--- src/rtl/mem_wb_pipe_reg.sv ---
// MEM->WB pipeline register with valid/ready handshake, 2-entry skid buffer,
// synchronous flush to a NOP bubble, and saturating stall/flush counters.
module mem_wb_pipe_reg #(
    parameter int CTRL_W = 20,
    parameter int DATA_W = 32,
    parameter int REG_W  = 5,
    parameter int CNT_W  = 16
) (
    input  logic              CLK,
    input  logic              RESET,
    input  logic [CTRL_W-1:0] I_MEMWB_Control,
    input  logic [DATA_W-1:0] I_MEMWB_ReadData,
    input  logic [DATA_W-1:0] I_MEMWB_ADDR,
    input  logic [REG_W-1:0]  I_MEMWB_RegDst,
    input  logic [DATA_W-1:0] I_MEMWB_PC,
    input  logic [DATA_W-1:0] I_MEMWB_SHIFT,
    input  logic              I_VALID,
    output logic              O_READY,
    input  logic              I_READY,
    input  logic              I_FLUSH,
    output logic              O_VALID,
    output logic [CTRL_W-1:0] O_MEMWB_Control,
    output logic [DATA_W-1:0] O_MEMWB_ReadData,
    output logic [DATA_W-1:0] O_MEMWB_ADDR,
    output logic [REG_W-1:0]  O_MEMWB_RegDst,
    output logic [DATA_W-1:0] O_MEMWB_PC,
    output logic [DATA_W-1:0] O_MEMWB_SHIFT,
    output logic [CNT_W-1:0]  O_STALL_CNT,
    output logic [CNT_W-1:0]  O_FLUSH_CNT
);

    typedef struct packed {
        logic [CTRL_W-1:0] ctrl;
        logic [DATA_W-1:0] rdata;
        logic [DATA_W-1:0] addr;
        logic [REG_W-1:0]  regdst;
        logic [DATA_W-1:0] pc;
        logic [DATA_W-1:0] shift;
    } bundle_t;

    bundle_t          in_b;
    bundle_t          main_q;
    bundle_t          skid_q;
    logic             main_v;
    logic             skid_v;
    logic             acc;
    logic             pop;
    logic [CNT_W-1:0] stall_cnt;
    logic [CNT_W-1:0] flush_cnt;

    assign in_b = '{ctrl:   I_MEMWB_Control,
                    rdata:  I_MEMWB_ReadData,
                    addr:   I_MEMWB_ADDR,
                    regdst: I_MEMWB_RegDst,
                    pc:     I_MEMWB_PC,
                    shift:  I_MEMWB_SHIFT};

    // Ready depends only on registered skid state, never on I_READY.
    assign O_READY = ~skid_v;
    assign O_VALID = main_v;
    assign acc     = I_VALID & O_READY;
    assign pop     = main_v & I_READY;

    always_ff @(posedge CLK) begin
        if (RESET) begin
            main_v <= 1'b0;
            skid_v <= 1'b0;
            main_q <= '0;
            skid_q <= '0;
        end else if (I_FLUSH) begin
            main_v      <= 1'b0;
            skid_v      <= 1'b0;
            main_q.ctrl <= '0;
        end else if (!main_v || pop) begin
            if (skid_v) begin
                // Older skid entry goes first; a same-cycle arrival backfills skid.
                main_q <= skid_q;
                main_v <= 1'b1;
                skid_v <= acc;
                if (acc) skid_q <= in_b;
            end else if (acc) begin
                main_q <= in_b;
                main_v <= 1'b1;
            end else begin
                main_v      <= 1'b0;
                main_q.ctrl <= '0;
            end
        end else if (acc) begin
            skid_q <= in_b;
            skid_v <= 1'b1;
        end
    end

    always_ff @(posedge CLK) begin
        if (RESET) begin
            stall_cnt <= '0;
            flush_cnt <= '0;
        end else begin
            if (main_v && !I_READY && !I_FLUSH && stall_cnt != '1)
                stall_cnt <= stall_cnt + 1'b1;
            if (I_FLUSH && (main_v || skid_v) && flush_cnt != '1)
                flush_cnt <= flush_cnt + 1'b1;
        end
    end

    assign O_MEMWB_Control  = main_q.ctrl;
    assign O_MEMWB_ReadData = main_q.rdata;
    assign O_MEMWB_ADDR     = main_q.addr;
    assign O_MEMWB_RegDst   = main_q.regdst;
    assign O_MEMWB_PC       = main_q.pc;
    assign O_MEMWB_SHIFT    = main_q.shift;
    assign O_STALL_CNT      = stall_cnt;
    assign O_FLUSH_CNT      = flush_cnt;

endmodule

--- config.mk ---
export PLATFORM = sky130hd
export DESIGN_NAME = mem_wb_pipe_reg
export DESIGN_NICKNAME = d
export VERILOG_FILES = /design/src/rtl/mem_wb_pipe_reg.sv
export SDC_FILE = /design/constraint.sdc
export NUM_CORES = 1
export LEC_CHECK = 0
export BUFFER_PORTS_ARGS = -buffer_cell sky130_fd_sc_hd__buf_2
export CORE_ASPECT_RATIO = 0.75
export CORE_MARGIN = 3
export CORE_UTILIZATION = 27
export DETAILED_ROUTE_END_ITERATION = 8
export GPL_TIMING_DRIVEN = 0
export PLACE_DENSITY = 0.53
export SYNTH_ARGS = -nofsm -noshare
export SYNTH_HDL_FRONTEND = slang
export SYNTH_SLANG_ARGS = --single-unit
--- constraint.sdc ---
create_clock -name CLK -period 4.2 [get_ports CLK]
set_input_delay 0.84 -clock CLK [delete_from_list [all_inputs] [get_ports CLK]]
set_output_delay 0.84 -clock CLK [all_outputs]
set_load 0.02 [all_outputs]
==> Yosys cells after proc, flatten, opt, wreduce, memory -nomap -nowiden <==
Cells that the tools add are included.
{ "word_totals": {"register_bits": 340, "in_bits": 158, "wordCells": 51} }
{ "classes": {"n_eq_ne": 3, "n_mux": 11, "reduce_logical": 15, "n_bitwise": 4, "n_addsub": 2} }
{ "ops": {"columns": ["op", "count"], "rows": [
  ["153-bit two-way mux", 4],
  ["133-bit two-way mux", 1],
  ["16-bit by 1-bit adder with 16-bit output (second input constant)", 2],
  ["16-bit != test (second input constant)", 2],
  ["20-bit two-way mux", 1],
  ["1-bit logical AND", 5],
  ["1-bit two-way mux", 5],
  ["2-bit nonzero test", 2],
  ["1-bit zero test", 3],
  ["3-bit AND reduction", 1],
  ["1-bit bitwise AND", 2],
  ["1-bit logical OR", 2],
  ["2-bit != test (second input constant)", 1],
  ["1-bit NOT", 2],
  ["2-bit AND reduction", 1],
  ["2-bit OR reduction", 1]
]} }

==> Longest topological paths before layout <==
Gate-level depths: netlist of the first run.
{ "depth": {"ltp_word": 5, "mapped_depth": 8} }

==> Worst setup path before layout of the first run <==
Ideal clock, no wire load.
{ "synth_timing": {"kind": "input -> register", "from": "input port I_READY", "to": "register stall_cnt[15], in the netlist O_STALL_CNT[15]", "stages": 6, "setup_slack_ns": 1.801, "arrival_ns": 2.329, "path_cell_list": "nand2b_1 buf_2 or4_1 buf_2 or4_1 a21oi_1"} }
{ "synth_between": {"elab_chain_len": 4} }
{ "synth_lines": {"columns": ["item", "line", "source"], "rows": [
  ["start, declared", "19", "input logic I_READY,"],
  ["1-bit zero test", "99", "if (main_v && !I_READY && !I_FLUSH && stall_cnt != '1)"],
  ["1-bit logical AND (3 in a row)", "99", null],
  ["end signal, assigned", "100", "stall_cnt <= stall_cnt + 1'b1;"],
  ["end, declared", "48", "logic [CNT_W-1:0] stall_cnt;"]
]} }
No other way between the ends.
A chain may end at the register's enable or synchronous reset.

==> Worst setup path after layout of the first run <==
{ "layout_timing": {"from": "input port I_FLUSH", "to": "register skid_q[65] in the netlist's numbering"} }
{ "layout_between": {"elab_chain_len": 2} }
{ "layout_lines": {"columns": ["item", "line", "source"], "rows": [
  ["start, declared", "20", "input logic I_FLUSH,"],
  ["1-bit NOT (no source line)", null, null],
  ["2-bit AND reduction (no source line)", null, null],
  ["end signal, assigned", "80", "if (acc) skid_q <= in_b;"],
  ["end signal, assigned", "89", "skid_q <= in_b;"],
  ["end, declared", "43", "bundle_t skid_q;"]
]} }
No other way between the ends.

==> results of run 1 <==
-- synthesized netlist by cell type, drive strengths merged, types with 7 or more instances --
library cell,instances,area (um2)
o31ai,11,82.6
o21ai,11,55.1
nand3,7,35.0
or3,8,50.1
dfxtp,340,6810
nor2,163,612
and3,24,150
nand2,315,1180
buf,20,91.3
a211oi,155,1160
clkbuf,110,413
or4,10,75.1
a21oi,199,996
nand4,11,68.8
mux2i,135,1350
-- logic make-up after synthesis --
kind of cell             share of synthesized area (%)
flip-flops                                        50.4
buffers and inverters                             3.90
AND/OR/NAND/NOR                                   17.4
AO/OA/AOI/OAI                                     17.8
XOR/XNOR                                         0.130
multiplexers                                      10.2
adder cells (fa/ha/maj)                          0.185
-- final cells by class --
class | instances | share of cell area (%)
plain buffers | 130 | 2.93
multi-input cells | 1095 | 35.9
diodes | 2 | 0.0291
flip-flops and latches | 340 | 39.6
clock buffers | 55 | 6.47
repair buffers | 342 | 9.95
clock inverters | 7 | 0.349
well taps | 648 | 4.71
inverters | 6 | 0.131
-- worst max-delay path, cell delays in order --
cell and delay [ns]:
clkbuf_1 0.23, nor3b_2 0.46, and3_1 0.21, clkbuf_1 0.57, clkbuf_1 0.63, buf_2 0.41, nand2_1 0.09, a21oi_1 0.13
-- metal layers --
layer	vias to the layer above	GRT usage (%)
met4	10	4.40
met5	-	0
met2	311	27.1
met1	5961	23.3
li1	6244	-
met3	73	3.79
-- how the worst max path moves through the flow --
stage,start,slack [ns],to,cells past startpoint
4_1_cts,O_VALID,0.87,skid_q[67],7
6_report,I_FLUSH,1.05,skid_q[65],8
3_5_place_dp,I_FLUSH,0.32,skid_q[67],8
2_1_floorplan,I_READY,1.80,O_STALL_CNT[15],6
5_1_grt,O_VALID,0.74,skid_q[33],7
3_3_place_gp,I_FLUSH,0.35,skid_q[98],8
-- through the flow --
stage          instance area [um2]  util, %  std cells  hold WS (ns)
6_report                     17200     35.1       2625         0.454
2_1_floorplan                13500        -       1571         0.436
5_1_grt                      17200     35.1       2625         0.472
4_1_cts                      17200     35.1       2623         0.454
3_5_place_dp                 16000     32.7       2561         0.446
3_3_place_gp                 16000     32.7       2561         0.441
-- registers in the layout, summed over array words and instances, names as in the netlist --
signal            cells
O_MEMWB_RegDst        5
O_MEMWB_PC           32
O_MEMWB_ReadData     32
O_STALL_CNT          16
O_MEMWB_Control      20
skid_q              153
O_MEMWB_ADDR         32
skid_v                1
O_FLUSH_CNT          16
O_MEMWB_SHIFT        32
O_VALID               1
-- power by group --
| group | switching [W] | total (W) | internal [W] |
|---|---|---|---|
| clock | 0.00132 | 0.00321 | 0.00188 |
| combinational | 0.000460 | 0.000700 | 0.000241 |
| sequential | 0.0000622 | 0.00340 | 0.00333 |
| total | 0.00185 | 0.00730 | 0.00546 |
==> impl_metrics.json, run 1 <==
{
  "status": "finished, final reports clean",
  "worst_slew_pin_slew_ns": 1.15,
  "hold_end": "skid_q[121]",
  "reg2reg_depth": 7,
  "rsz0062_at_grt": "false",
  "final_common_cell": "buf_2",
  "core_mm2": 0.0490,
  "ys_seq_area_share_pct": 50.4,
  "power_density_mw_per_mm2": 424,
  "fin_tns_setup_ns": 0,
  "cap_violations": 0,
  "min_period_ns": 3.15,
  "p_leak_nw": 6.43,
  "drive_gt1_share_pct": 21.0,
  "syn_nets": 1731,
  "ys_types": 41,
  "io_pins": 345,
  "grt_pass1_wl_um": 70600,
  "antenna_found_initial": 7,
  "regToRegSetupSlack_ns": 1.07,
  "start_util_pct": 27.5,
  "synth.avg_cell_area_um2": 8.60,
  "clock_path_buffers": 3,
  "clock_sinks": 340,
  "dieWidth_um": 264,
  "gp_congestion": 0.826,
  "cts_tree": "built",
  "peakVddDrop_v": 0.000251,
  "num-fill-cells": 5178,
  "syn_area_mm2": 0.0135,
  "postCtsSetupBuffers": 0,
  "multi_input_area_mm2": 0.00617,
  "layout_common_cells": "buf_2, dfxtp_1, nand2_1, a21oi_1, nor2_1",
  "hold_class": "reg2reg",
  "hpwlAfterDp_um": 34700,
  "grt_overflow": 0,
  "h-tree-depth": 2,
  "num_rows": 70,
  "via_per_inst": 4.80,
  "required_ns": 4.64,
  "slew_headroom_pct": 22.6,
  "die_h_um": 200,
  "vias": 12600,
  "cts.clk_slew.worst_paths_ns": 0.06,
  "clkLatencyLatePin_ns": 0.52,
  "routed-wl-met3_um": 2720,
  "start_kind": "input port",
  "numCtsBuffers": 37,
  "drt_pre_antenna_iters": 5,
  "reg2reg_to": "skid_q[65]",
  "fin_skew_ns": 0.00852,
  "drc_errors": 0,
  "register_area_mm2": 0.00681,
  "p_total_w": 0.00730,
  "fmax_ghz": 0.318,
  "post-place-ws_ns": 0.325,
  "synth_ff_type": "dfxtp_1",
  "port_buffers": 342,
  "gr-usage-all-layers_pct": 17.0,
  "cts-resized-gates": 0,
  "synth_edf_count": 0,
  "highest_layer": "met5",
  "drt_iter0_drc": 693,
  "area_growth_pct": 27.4,
  "worstReg2RegStart": "O_VALID",
  "hold_depth": 2,
  "netlist_instances": 1571,
  "wire_per_inst_um": 17.8,
  "worstHoldStart": "skid_q[121]",
  "wirelength_um": 46800,
  "synthArstFlopShare_pct": 0,
  "finalMaxSlewViolations": 0,
  "nNetsFinal": 2112,
  "grt_pass1_vias": 12200,
  "cp_max_fo": 10,
  "drt-met1-wl_um": 22000,
  "finalSetupViolations": 0,
  "grt_max_degree": 14,
  "ys_warn_count": 0,
  "end_kind": "flop",
  "fin_ws_ns": 1.05,
  "dieArea_mm2": 0.0528,
  "path_class": "in2reg",
  "hold_buffers": 0,
  "ys_ff_latch": 340,
  "met2WireLength_um": 21100,
  "ant_nets": 0,
  "root_buffer": "clkbuf_16",
  "hold_viol_final": 0,
  "min_period_over_period_pct": 74.9,
  "cp_data_arrival_time_ns": 3.59
}
No activity file was read; power rests on OpenSTA's default activity.
==> run 2: changes to the inputs <==
ABC_AREA = 1   (was default)
PLACE_DENSITY = 0.55   (was 0.53)
clock period = 2.8 ns   (was 4.2 ns; I/O delays follow)
==> impl_metrics.json, run 2 <==
{
  "p_leak_nw": 8.41,
  "worst_slew_pin_slew_ns": 1.03,
  "start_util_pct": 27.5,
  "drive_gt1_share_pct": 19.4,
  "p_total_w": 0.0117,
  "gp_congestion": 0.871,
  "yosys-top-cells-area": "dfxtp_1, nand2_1, o21ai_0",
  "drt_pre_antenna_iters": 5,
  "wirelength_um": 50400,
  "postCtsSetupBuffers": 0,
  "syn_area_mm2": 0.0143,
  "hpwlAfterDp_um": 37800,
  "synth_ff_type": "dfxtp_1",
  "grt_overflow": 0,
  "fin_cells": 3189,
  "num_rows": 72,
  "rsz0062_at_grt": "false",
  "cts.clk_slew.worst_paths_ns": 0.06,
  "cts-resized-gates": 0,
  "cp_data_arrival_time_ns": 1.82,
  "ys_ff_latch": 340,
  "clock_path_buffers": 3,
  "synthArstFlopShare_pct": 0,
  "cp_max_fo": 10,
  "ys_types": 28,
  "placed_cells": 3114,
  "core_mm2": 0.0519,
  "start_kind": "flop",
  "clock_sinks": 340,
  "synth_top_area_cell": "dfxtp_1",
  "ys_warn_count": 0,
  "port_buffers": 344,
  "antenna_found_initial": 5,
  "end_kind": "primary output",
  "wire_per_inst_um": 15.8,
  "min_period_over_period_pct": 84.9,
  "finalMaxSlewViolations": 0,
  "netlist_instances": 2067,
  "vias": 14700,
  "regToRegSetupSlack_ns": 0.69,
  "num-fill-cells": 5669,
  "cap_violations": 0,
  "root_buffer": "clkbuf_16",
  "nNetsFinal": 2612,
  "gr-usage-all-layers_pct": 17.4,
  "dieArea_mm2": 0.0556,
  "dieWidth_um": 271,
  "min_period_ns": 2.38,
  "peakVddDrop_v": 0.000369,
  "drt_iter0_drc": 982,
  "grt_pass1_vias": 13600,
  "yosys.area.top_type_share_pct": 47.7,
  "cts_tree": "built",
  "ant_nets": 0,
  "fmax_ghz": 0.421,
  "drc_errors": 0,
  "final_common_cell": "nand2_1",
  "io_pins": 345,
  "slew_headroom_pct": 31.1,
  "hold_class": "in2reg",
  "required_ns": 2.24,
  "largest_register_ffs": 153,
  "hold_viol_final": 0,
  "die_h_um": 205,
  "fin_tns_setup_ns": 0,
  "fin_skew_ns": 0.0115,
  "hold_buffers": 0,
  "status": "finished, final reports clean",
  "path_class": "reg2out",
  "largest-register": "skid_q",
  "yosysMostFrequentCell": "nand2_1",
  "synth_commonest_cells": "nand2_1, dfxtp_1, nor2_1, o21ai_0, a21oi_1",
  "power_density_mw_per_mm2": 639,
  "area_growth_pct": 27.9,
  "ys_seq_area_share_pct": 47.7,
  "clkLatencyLatePin_ns": 0.54,
  "hold_depth": 3,
  "numCtsBuffers": 39,
  "h-tree-depth": 2,
  "grt_max_degree": 14,
  "finalSetupViolations": 0,
  "syn_nets": 2227,
  "synth.avg_cell_area_um2": 6.90,
  "layout_common_cells": "nand2_1, buf_2, dfxtp_1, nor2_1, o21ai_0",
  "synth_edf_count": 0,
  "reg2reg_depth": 7,
  "grt_pass1_wl_um": 76400,
  "via_per_inst": 4.60
}
## run 2: changes by cell type after synthesis, moves of 41 or more
cell	change
buf_2	+41
mux2i_1	-135
nor2_1	+146
nand2_1	+187
a211oi_1	-155
inv_1	+177
o21ai_0	+269
## run 2: layer usage
layer	global-route usage (%)	wire, um
met5	0	42
met4	5.52	1320
met3	3.56	2910
met2	27.4	22500
met1	23.8	23600
## run 2: critical path, cell delays in order, from the launching register on
cell,delay [ns]
dfxtp_1,0.33
inv_2,0.29
clkbuf_1,0.39
buf_2,0.25
## run 2: logic make-up (layout without fill, tap and decap cells)
logic type / after synthesis / in the layout / share of synthesized area, %
AO/OA/AOI/OAI: 537 / 537 / 19.0
AND/OR/NAND/NOR: 862 / 862 / 23.6
other: 0 / 5 / 0
adder cells (fa/ha/maj): 2 / 2 / 0.176
buffers and inverters: 326 / 740 / 9.42
flip-flops: 340 / 340 / 47.7
## run 2: where the power goes
group / switching [W] / leakage, nW / internal, W / total (W)
clock network: 0.00208 / 0.661 / 0.00335 / 0.00543
logic: 0.000746 / 4.98 / 0.000366 / 0.00111
registers: 0.0000965 / 2.77 / 0.00502 / 0.00512
total: 0.00292 / 8.41 / 0.00874 / 0.0117
## run 2: layout make-up
class                   count  area, um2  area share (%)
diodes                      5       12.5          0.0686
plain buffers             138        634            3.48
clock buffers              59       1170            6.44
clock inverters            11        185            1.02
inverters                 188        708            3.88
multi-input cells        1401       6110            33.5
flip-flops and latches    340       6810            37.3
well taps                 703        880            4.83
repair buffers            344       1720            9.44
## run 2: final timing paths
kind / start / to
worst max-delay path: skid_v / O_READY
worst min-delay path: I_MEMWB_SHIFT[0] / skid_q[0]
worst max register to register: skid_v / skid_q[150]
worst min register to register: O_MEMWB_ReadData[11] / O_MEMWB_ReadData[11]
## run 2: metrics by stage
step	area, um2	hold WS, ns	setup WS [ns]	util (%)
6_report	18200	0.264	0.423	35.1
5_1_grt	18200	0.234	0.266	35.1
2_1_floorplan	14300	0.433	1.13	-
3_3_place_gp	16900	0.430	-0.0300	32.5
3_5_place_dp	16900	0.433	0.0180	32.5
4_1_cts	18200	0.219	0.358	35.1
